$ cat config.mk
export PLATFORM = sky130hd
export DESIGN_NAME = ttl_74161
export DESIGN_NICKNAME = d
export VERILOG_FILES = /design/src/rtl/ttl_74161_pkg.sv /design/src/rtl/ttl_74161.sv
export SDC_FILE = /design/constraint.sdc
export NUM_CORES = 1
export LEC_CHECK = 0
export ABC_CLOCK_PERIOD_IN_PS = 1000
export CORE_AREA = 4 4 41 43
export DETAILED_ROUTE_END_ITERATION = 6
export DIE_AREA = 0 0 45 47
export SETUP_SLACK_MARGIN = 0.5
export SYNTH_ARGS = -nofsm -noshare
export SYNTH_HDL_FRONTEND = slang
export SYNTH_SLANG_ARGS = --single-unit
$ cat constraint.sdc
create_clock -name Clk -period 1 [get_ports Clk]
set_input_delay 0.15 -clock Clk [delete_from_list [all_inputs] [get_ports Clk]]
set_output_delay 0.15 -clock Clk [all_outputs]
set_load 0.03 [all_outputs]
$ cat src/rtl/ttl_74161_pkg.sv
// ttl_74161_pkg: terminal-count constants shared by the 74161/74160 counter.
// Latency: n/a (constants and a constant function only).
// Backpressure: n/a.
package ttl_74161_pkg;

  // Decade (74160-style) counting is only defined for a 4-bit counter.
  localparam int          DECADE_WIDTH = 4;
  localparam logic [3:0]  DECADE_TC    = 4'd9;

  // Binary terminal count: all ones of the requested width.
  function automatic logic [31:0] bin_tc(input int w);
    bin_tc = (w >= 32) ? 32'hFFFF_FFFF : ((32'd1 << w) - 32'd1);
  endfunction

endpackage

$ cat src/rtl/ttl_74161.sv
// ttl_74161: presettable synchronous counter, async clear, sync load, ENP/ENT, ripple carry.
// Latency: Q updates 1 Clk edge after load/count; clear is immediate; RCO is combinational.
// Backpressure: none; stages cascade by wiring RCO of stage n to ENT of stage n+1.
//
// Ports:
//   Clk        rising-edge counter clock
//   Clear_bar  asynchronous active-low clear (highest priority)
//   Load_bar   synchronous active-low parallel load of D (beats counting)
//   ENP, ENT   count enables; ENT also gates RCO
//   D          parallel load data
//   Q          counter state
//   RCO        ENT & (Q == terminal count), forced low during clear
//
// Build option: define TTL_74161_DECADE_EN for decade counting (0..9, TC = 9,
// WIDTH must be 4). Undefined: binary modulo 2^WIDTH, TC = all ones.
// DELAY_RISE/DELAY_FALL describe the part's output timing for board-level
// models; this netlist itself is zero-delay.
module ttl_74161
  import ttl_74161_pkg::*;
#(
  parameter int WIDTH      = 4,
  parameter int DELAY_RISE = 0,
  parameter int DELAY_FALL = 0
) (
  input  logic             Clk,
  input  logic             Clear_bar,
  input  logic             Load_bar,
  input  logic             ENP,
  input  logic             ENT,
  input  logic [WIDTH-1:0] D,
  output logic [WIDTH-1:0] Q,
  output logic             RCO
);

`ifdef TTL_74161_DECADE_EN
  localparam bit DECADE_MODE = 1'b1;
`else
  localparam bit DECADE_MODE = 1'b0;
`endif

  localparam logic [WIDTH-1:0] TC  = DECADE_MODE ? WIDTH'(DECADE_TC) : WIDTH'(bin_tc(WIDTH));
  localparam logic [WIDTH-1:0] ONE = WIDTH'(1);

  // Elaboration-time sanity checks.
  if (DELAY_RISE < 0 || DELAY_FALL < 0) begin : g_bad_delay
    $error("ttl_74161: DELAY_RISE/DELAY_FALL must be non-negative");
  end

`ifdef TTL_74161_DECADE_EN
  if (WIDTH != DECADE_WIDTH) begin : g_bad_width
    $error("ttl_74161: decade mode requires WIDTH == 4");
  end
`endif

  logic [WIDTH-1:0] r_q;

  // Priority: clear (async), load, count, hold.
  always_ff @(posedge Clk or negedge Clear_bar) begin
    if (!Clear_bar) begin
      r_q <= '0;
    end else if (!Load_bar) begin
      r_q <= D;
    end else if (ENP && ENT) begin
`ifdef TTL_74161_DECADE_EN
      // 9 wraps to 0; illegal loaded codes 10..15 also return to 0.
      r_q <= (r_q >= TC) ? '0 : r_q + ONE;
`else
      // Carry out of the top bit is discarded: all ones wraps to 0.
      r_q <= r_q + ONE;
`endif
    end
  end

  assign Q = r_q;

  // Clear_bar term keeps RCO low during clear without waiting on r_q.
  assign RCO = Clear_bar & ENT & (r_q == TC);

endmodule
==> results.toml, run 1 <==
[logic_synthesis]
synth_ff_type = "dfrtp_1"
seq_area_frac_synth_pct = 45.5
ys_top_cells_by_area = "dfrtp_1 45%, nor2_1 8.5%, xor2_1 8.0%, a21oi_1 6.8%, nand3_1 6.8%"
synth_area_um2 = 220
synth_common_cells = "5 x nor2_1, 4 x dfrtp_1, 3 x a21oi_1, 3 x nand3_1, 2 x xor2_1"
netlist.area_leader.share_pct = 45.5
postSynthCellCount = 25
synth-seq-cells = 4
synth.most_common_cell = "nor2_1"
synth_async_sr_flop_share_pct = 100
avgSynthCellArea_um2 = 8.81
yosys.area.top_type = "dfrtp_1"
synth_cell_types = 13
synth_edf_count = 0
yosys_warnings = 0
syn_nets = 35

[power_and_ir_drop]
power_density_mw_per_mm2 = 1340
peakVddDrop_mv = 0.553
power_mw = 0.677
p_leak_nw = 0.213

[status]
violations = "setup timing"
outcome = "complete, but fails checks"

[place]
dp_slack_ns = -0.351
place_inst = 57
placed_cell_area_um2 = 405
portBuffers = 13
dp_hpwl_um = 511
gp_congestion = 0.727

[clock_tree]
cts_tree = "yes"
cts-hold-fix-buffers = 0
htreeDepth = 1
clkTransAtPathRegs_ns = 0.04
cts.sinks = 4
cts_made_buffers = 3
clockBufferDepth = 2
clock_latency_ns = 0.23
root_buffer = "clkbuf_4"

[worst_setup_path]
critPathRequiredTime_ns = 0.85
start_kind = "register"
critPathMaxFanout = 2
rr_startpoint = "Q[1]"
r2r_cells = 4
r2r_setup_slack_ns = -0.14
reg2reg_to = "Q[3]"
endpoint_kind = "output port"
crit_type = "register to output port"
arrival_ns = 1.04

[global_routing]
grtUsageTotal_pct = 7.69
grt_overflow = 0
grt_max_degree = 9
antenna_found_initial = 0
grt_pass1_vias = 293
grt_pass1_wl_um = 1130

[routing]
route.vias.total = 271
final_antenna_net_count = 0
drt_wl_total_um = 668
vias_per_cell = 4.30
drtIter0Drc = 1
wl_per_cell_um = 10.6
dr.pass1.iters = 2
drc = 0

[sta]
setup_tns_ns = -0.831
skew_ns = 0.00101
worstMarginPinSlew_ns = 0.269
layout_min_cycle_time_ns = 1.19
fmax_mhz = 842
min_period_over_period_pct = 119
final-hold-violation-count = 0
rsz0062_at_grt = "yes"
fin_ws_ns = -0.188
setup_viol = 8
max_slew_margin_pct = 82.0
maxSlewViolCount = 0

[finish]
fillers = 149
layout.cells.non_filler = 63
drive_gt1_share_pct = 52.1
area_delta_synth_final_pct = 130
insertedDiodeCount = 0
largest_reg_flops = 4
nets = 60
fin_area_um2 = 505

[job]
max_cap_violations = 0

[floorplan]
die_area_mm2 = 0.00212
start_util_pct = 16.9
io_pins = 14
fp.dieW_um = 45
core_area_mm2 = 0.00130
rows = 13
die_y_um = 47

[worst_hold_path]
hp-class = "primary input to async pin"
repair_timing:
action | 4_1_cts | 5_1_grt
endpoints found under the setup margin | 9 | 9
endpoints found under the hold margin | 0 | 0
pin swaps | 5 | 1
setup buffers | 3 | 0
cloned | 0 | 0
resized for setup | 14 | 0
layout make-up:
cell class / count / area (µm²) / area share (%)
clock buffer: 3 / 22.5 / 4.46
sequential: 4 / 105 / 20.8
timing repair buffer: 21 / 210 / 41.6
tap: 15 / 18.8 / 3.71
multi-input combinational: 20 / 149 / 29.5
power breakdown:
part           total, mW  switching, mW  internal (mW)
clock              0.190         0.0560          0.134
sequential         0.208         0.0222          0.186
combinational      0.279          0.122          0.157
how the worst max path moves through the flow:
stage | start | endpoint | slack (ns) | depth (start not counted)
2_1_floorplan | Q[1] | Q[2] | -0.10 | 4
3_3_place_gp | ENT | Q[3] | -0.30 | 4
3_5_place_dp | ENT | Q[3] | -0.35 | 4
4_1_cts | Q[1] | Q[1] | -0.20 | 3
5_1_grt | Q[0] | RCO | -0.23 | 4
6_report | Q[1] | Q[1] | -0.19 | 3
metrics by stage:
step / utilization (%) / hold WS [ns]
2_1_floorplan: - / -0.146
3_3_place_gp: 31.2 / 0.464
5_1_grt: 38.8 / 0.266
6_report: 38.8 / 0.258
4_1_cts: 38.8 / 0.249
3_5_place_dp: 31.2 / 0.465
placed cells by master (no fill, tap or decap):
cell and instances:
nand2_2 1, buf_4 4, xor2_1 2, buf_6 9
mux2i_1 1, a31oi_1 1, nand2_4 1, dlygate4sd2_1 1
nand3_1 2, clkdlybuf4s50_1 7, nor2_1 4, a21oi_1 3
o21ai_0 1, ha_4 1, clkbuf_4 3, nand3_2 1
or3_1 1, nor2_4 1, dfrtp_2 4
cells by family after synthesis:
kind of cell             count (synthesis)  share of synthesized area (%)
AND/OR/NAND/NOR                         11                           22.7
AO/OA/AOI/OAI                            5                           11.9
flip-flops                               4                           45.5
XOR/XNOR                                 2                           7.96
buffers and inverters                    1                           1.70
multiplexers                             1                           4.55
adder cells (fa/ha/maj)                  1                           5.68
per-layer routing:
metal	up-vias	GRT usage (%)	part of all wire [%]
li1	137	-	-
met1	122	8.05	40
met2	12	12.7	49
met3	0	3.07	11
met4	0	5.26	0
met5	-	0	0
worst max-delay path: stages (launching register included):
cell and delay, ns:
dfrtp_2 0.42, buf_4 0.14, buf_4 0.13, buf_6 0.13
(Power assumes the default switching activity.)
==> inputs of run 2 (changes only) <==
--- a/config.mk
+++ b/config.mk
@@ -5,7 +5,7 @@
 export SDC_FILE = /design/constraint.sdc
 export NUM_CORES = 1
 export LEC_CHECK = 0
-export ABC_CLOCK_PERIOD_IN_PS = 1000
+export ABC_CLOCK_PERIOD_IN_PS = 1200
 export CORE_AREA = 4 4 41 43
 export DETAILED_ROUTE_END_ITERATION = 6
 export DIE_AREA = 0 0 45 47
==> constraint.sdc (replaced) <==
create_clock -name Clk -period 1.2 [get_ports Clk]
set_input_delay 0.18 -clock Clk [delete_from_list [all_inputs] [get_ports Clk]]
set_output_delay 0.18 -clock Clk [all_outputs]
set_load 0.03 [all_outputs]
==> run 2 against run 1 <==
Against the previous run: the flow still finishes with violations (setup timing); first-iteration DRC count rose to 3.0 times the previous value; critical path type unchanged; worst setup slack better by 0.17 ns; highest routed layer unchanged; combinational power decreased by 25%; non-clock buffer count shrank 1; critical endpoint is now RCO; sequential power fell by 15%; core utilization is 0.58 points lower.
==> results.toml, run 2 (synthesis gave the netlist of run 1 again) <==
[finish]
nets = 59
fin_util_pct = 38.3
layout_commonest_cell = "buf_4"
layout.cells.non_filler = 62
final_cell_mix = "8 x buf_4, 5 x clkdlybuf4s50_1, 4 x dfrtp_2, 4 x nor2_1, 4 x buf_6"
drive_gt1_share_pct = 59.6
fin_area_um2 = 498
largest_reg_flops = 4
area_delta_synth_final_pct = 126
insertedDiodeCount = 0

[sta]
worstMarginPinSlew_ns = 0.269
min_period_over_period_pct = 101
fmax_mhz = 823
maxSlewViolCount = 0
rsz0062_at_grt = "yes"
setup_tns_ns = -0.0146
setup_viol = 1
skew_ns = 0.00345
fin_ws_ns = -0.0146
final-hold-violation-count = 0
layout_min_cycle_time_ns = 1.21
max_slew_margin_pct = 82.0
holdWs_ns = 0.0276

[routing]
dr.pass1.iters = 2
route.vias.total = 248
vias_per_cell = 4.00
drtIter0Drc = 3
drt_wl_total_um = 628
wl_per_cell_um = 10.1
final_antenna_net_count = 0
drc = 0

[place]
gp_congestion = 0.724
dp_hpwl_um = 457
portBuffers = 13
placed_cell_area_um2 = 418
dp_slack_ns = -0.159
place_inst = 56

[clock_tree]
cts_made_buffers = 3
clockBufferDepth = 2
root_buffer = "clkbuf_4"
cts.sinks = 4
cts-hold-fix-buffers = 0
cts_tree = "yes"
clock_latency_ns = 0.23
htreeDepth = 1
clkTransAtPathRegs_ns = 0.04

[power_and_ir_drop]
peakVddDrop_mv = 0.388
power_mw = 0.550
power_density_mw_per_mm2 = 1100
p_leak_nw = 0.210

[global_routing]
grt_pass1_wl_um = 979
grt_pass1_vias = 229
grtUsageTotal_pct = 7.06
grt_max_degree = 9
antenna_found_initial = 0
grt_overflow = 0

[floorplan]
rows = 13
fp.dieW_um = 45
io_pins = 14
die_area_mm2 = 0.00212
start_util_pct = 16.9
core_area_mm2 = 0.00130
die_y_um = 47

[status]
violations = "setup timing"
outcome = "complete, but fails checks"

[worst_setup_path]
crit_type = "register to output port"
critPathMaxFanout = 2
critPathRequiredTime_ns = 1.02
start_kind = "register"
arrival_ns = 1.03
endpoint_kind = "output port"

[worst_hold_path]
hp-class = "primary input to async pin"

[job]
max_cap_violations = 0
## run 2: cell count changes in the layout (fill, tap and decap cells not counted), sizes merged
cell,previous run,this run
clkdlybuf4s50,7,5
dlygate4sd2,1,3
buf,13,12
## run 2: critical path, cell delays in order (launching register included)
cell and delay, ns:
dfrtp_2 0.42, ha_4 0.17, nand2_4 0.06, nor2_4 0.03
buf_6 0.13
## run 2: routing by layer
layer,global-route usage (%),vias up,wire (µm)
li1,-,130,-
met1,8.51,105,258
met2,9.32,13,293
met3,3.83,0,77
met4,5.26,0,0
met5,0,-,0
## run 2: final timing paths
| check | start | to | slack (ns) | cells after the start |
|---|---|---|---|---|
| min in group Clk | ENP | Q[3] | 0.49 | 4 |
| max in group asynchronous | Clear_bar | Q[0] | 1.06 | 2 |
| max reg2reg | Q[0] | Q[3] | 0.06 | 4 |
| min reg2reg | Q[3] | Q[3] | 0.63 | 2 |
| max | Q[0] | RCO | -0.01 | 4 |
| min | Clear_bar | Q[3] | 0.03 | 2 |
## run 2: power breakdown
| group | switching, mW | internal (mW) | total, mW | leakage (nW) |
|---|---|---|---|---|
| registers | 0.0218 | 0.155 | 0.177 | 0.0413 |
| clock network | 0.0517 | 0.112 | 0.163 | 0.0138 |
| logic | 0.100 | 0.110 | 0.210 | 0.155 |
| total | 0.174 | 0.376 | 0.550 | 0.210 |
## run 2: timing repair
item / CTS / global route
setup endpoints to repair: 9 / 9
pin swaps: 3 / 1
setup buffers: 3 / 0
gates resized for setup: 10 / 2
## run 2: final cells by class
cell class / count / area, µm²
Tap cell: 15 / 18.8
Multi-Input combinational cell: 20 / 170
Sequential cell: 4 / 105
Clock buffer: 3 / 22.5
Timing Repair Buffer: 20 / 181
Fill cell: 144 / 803
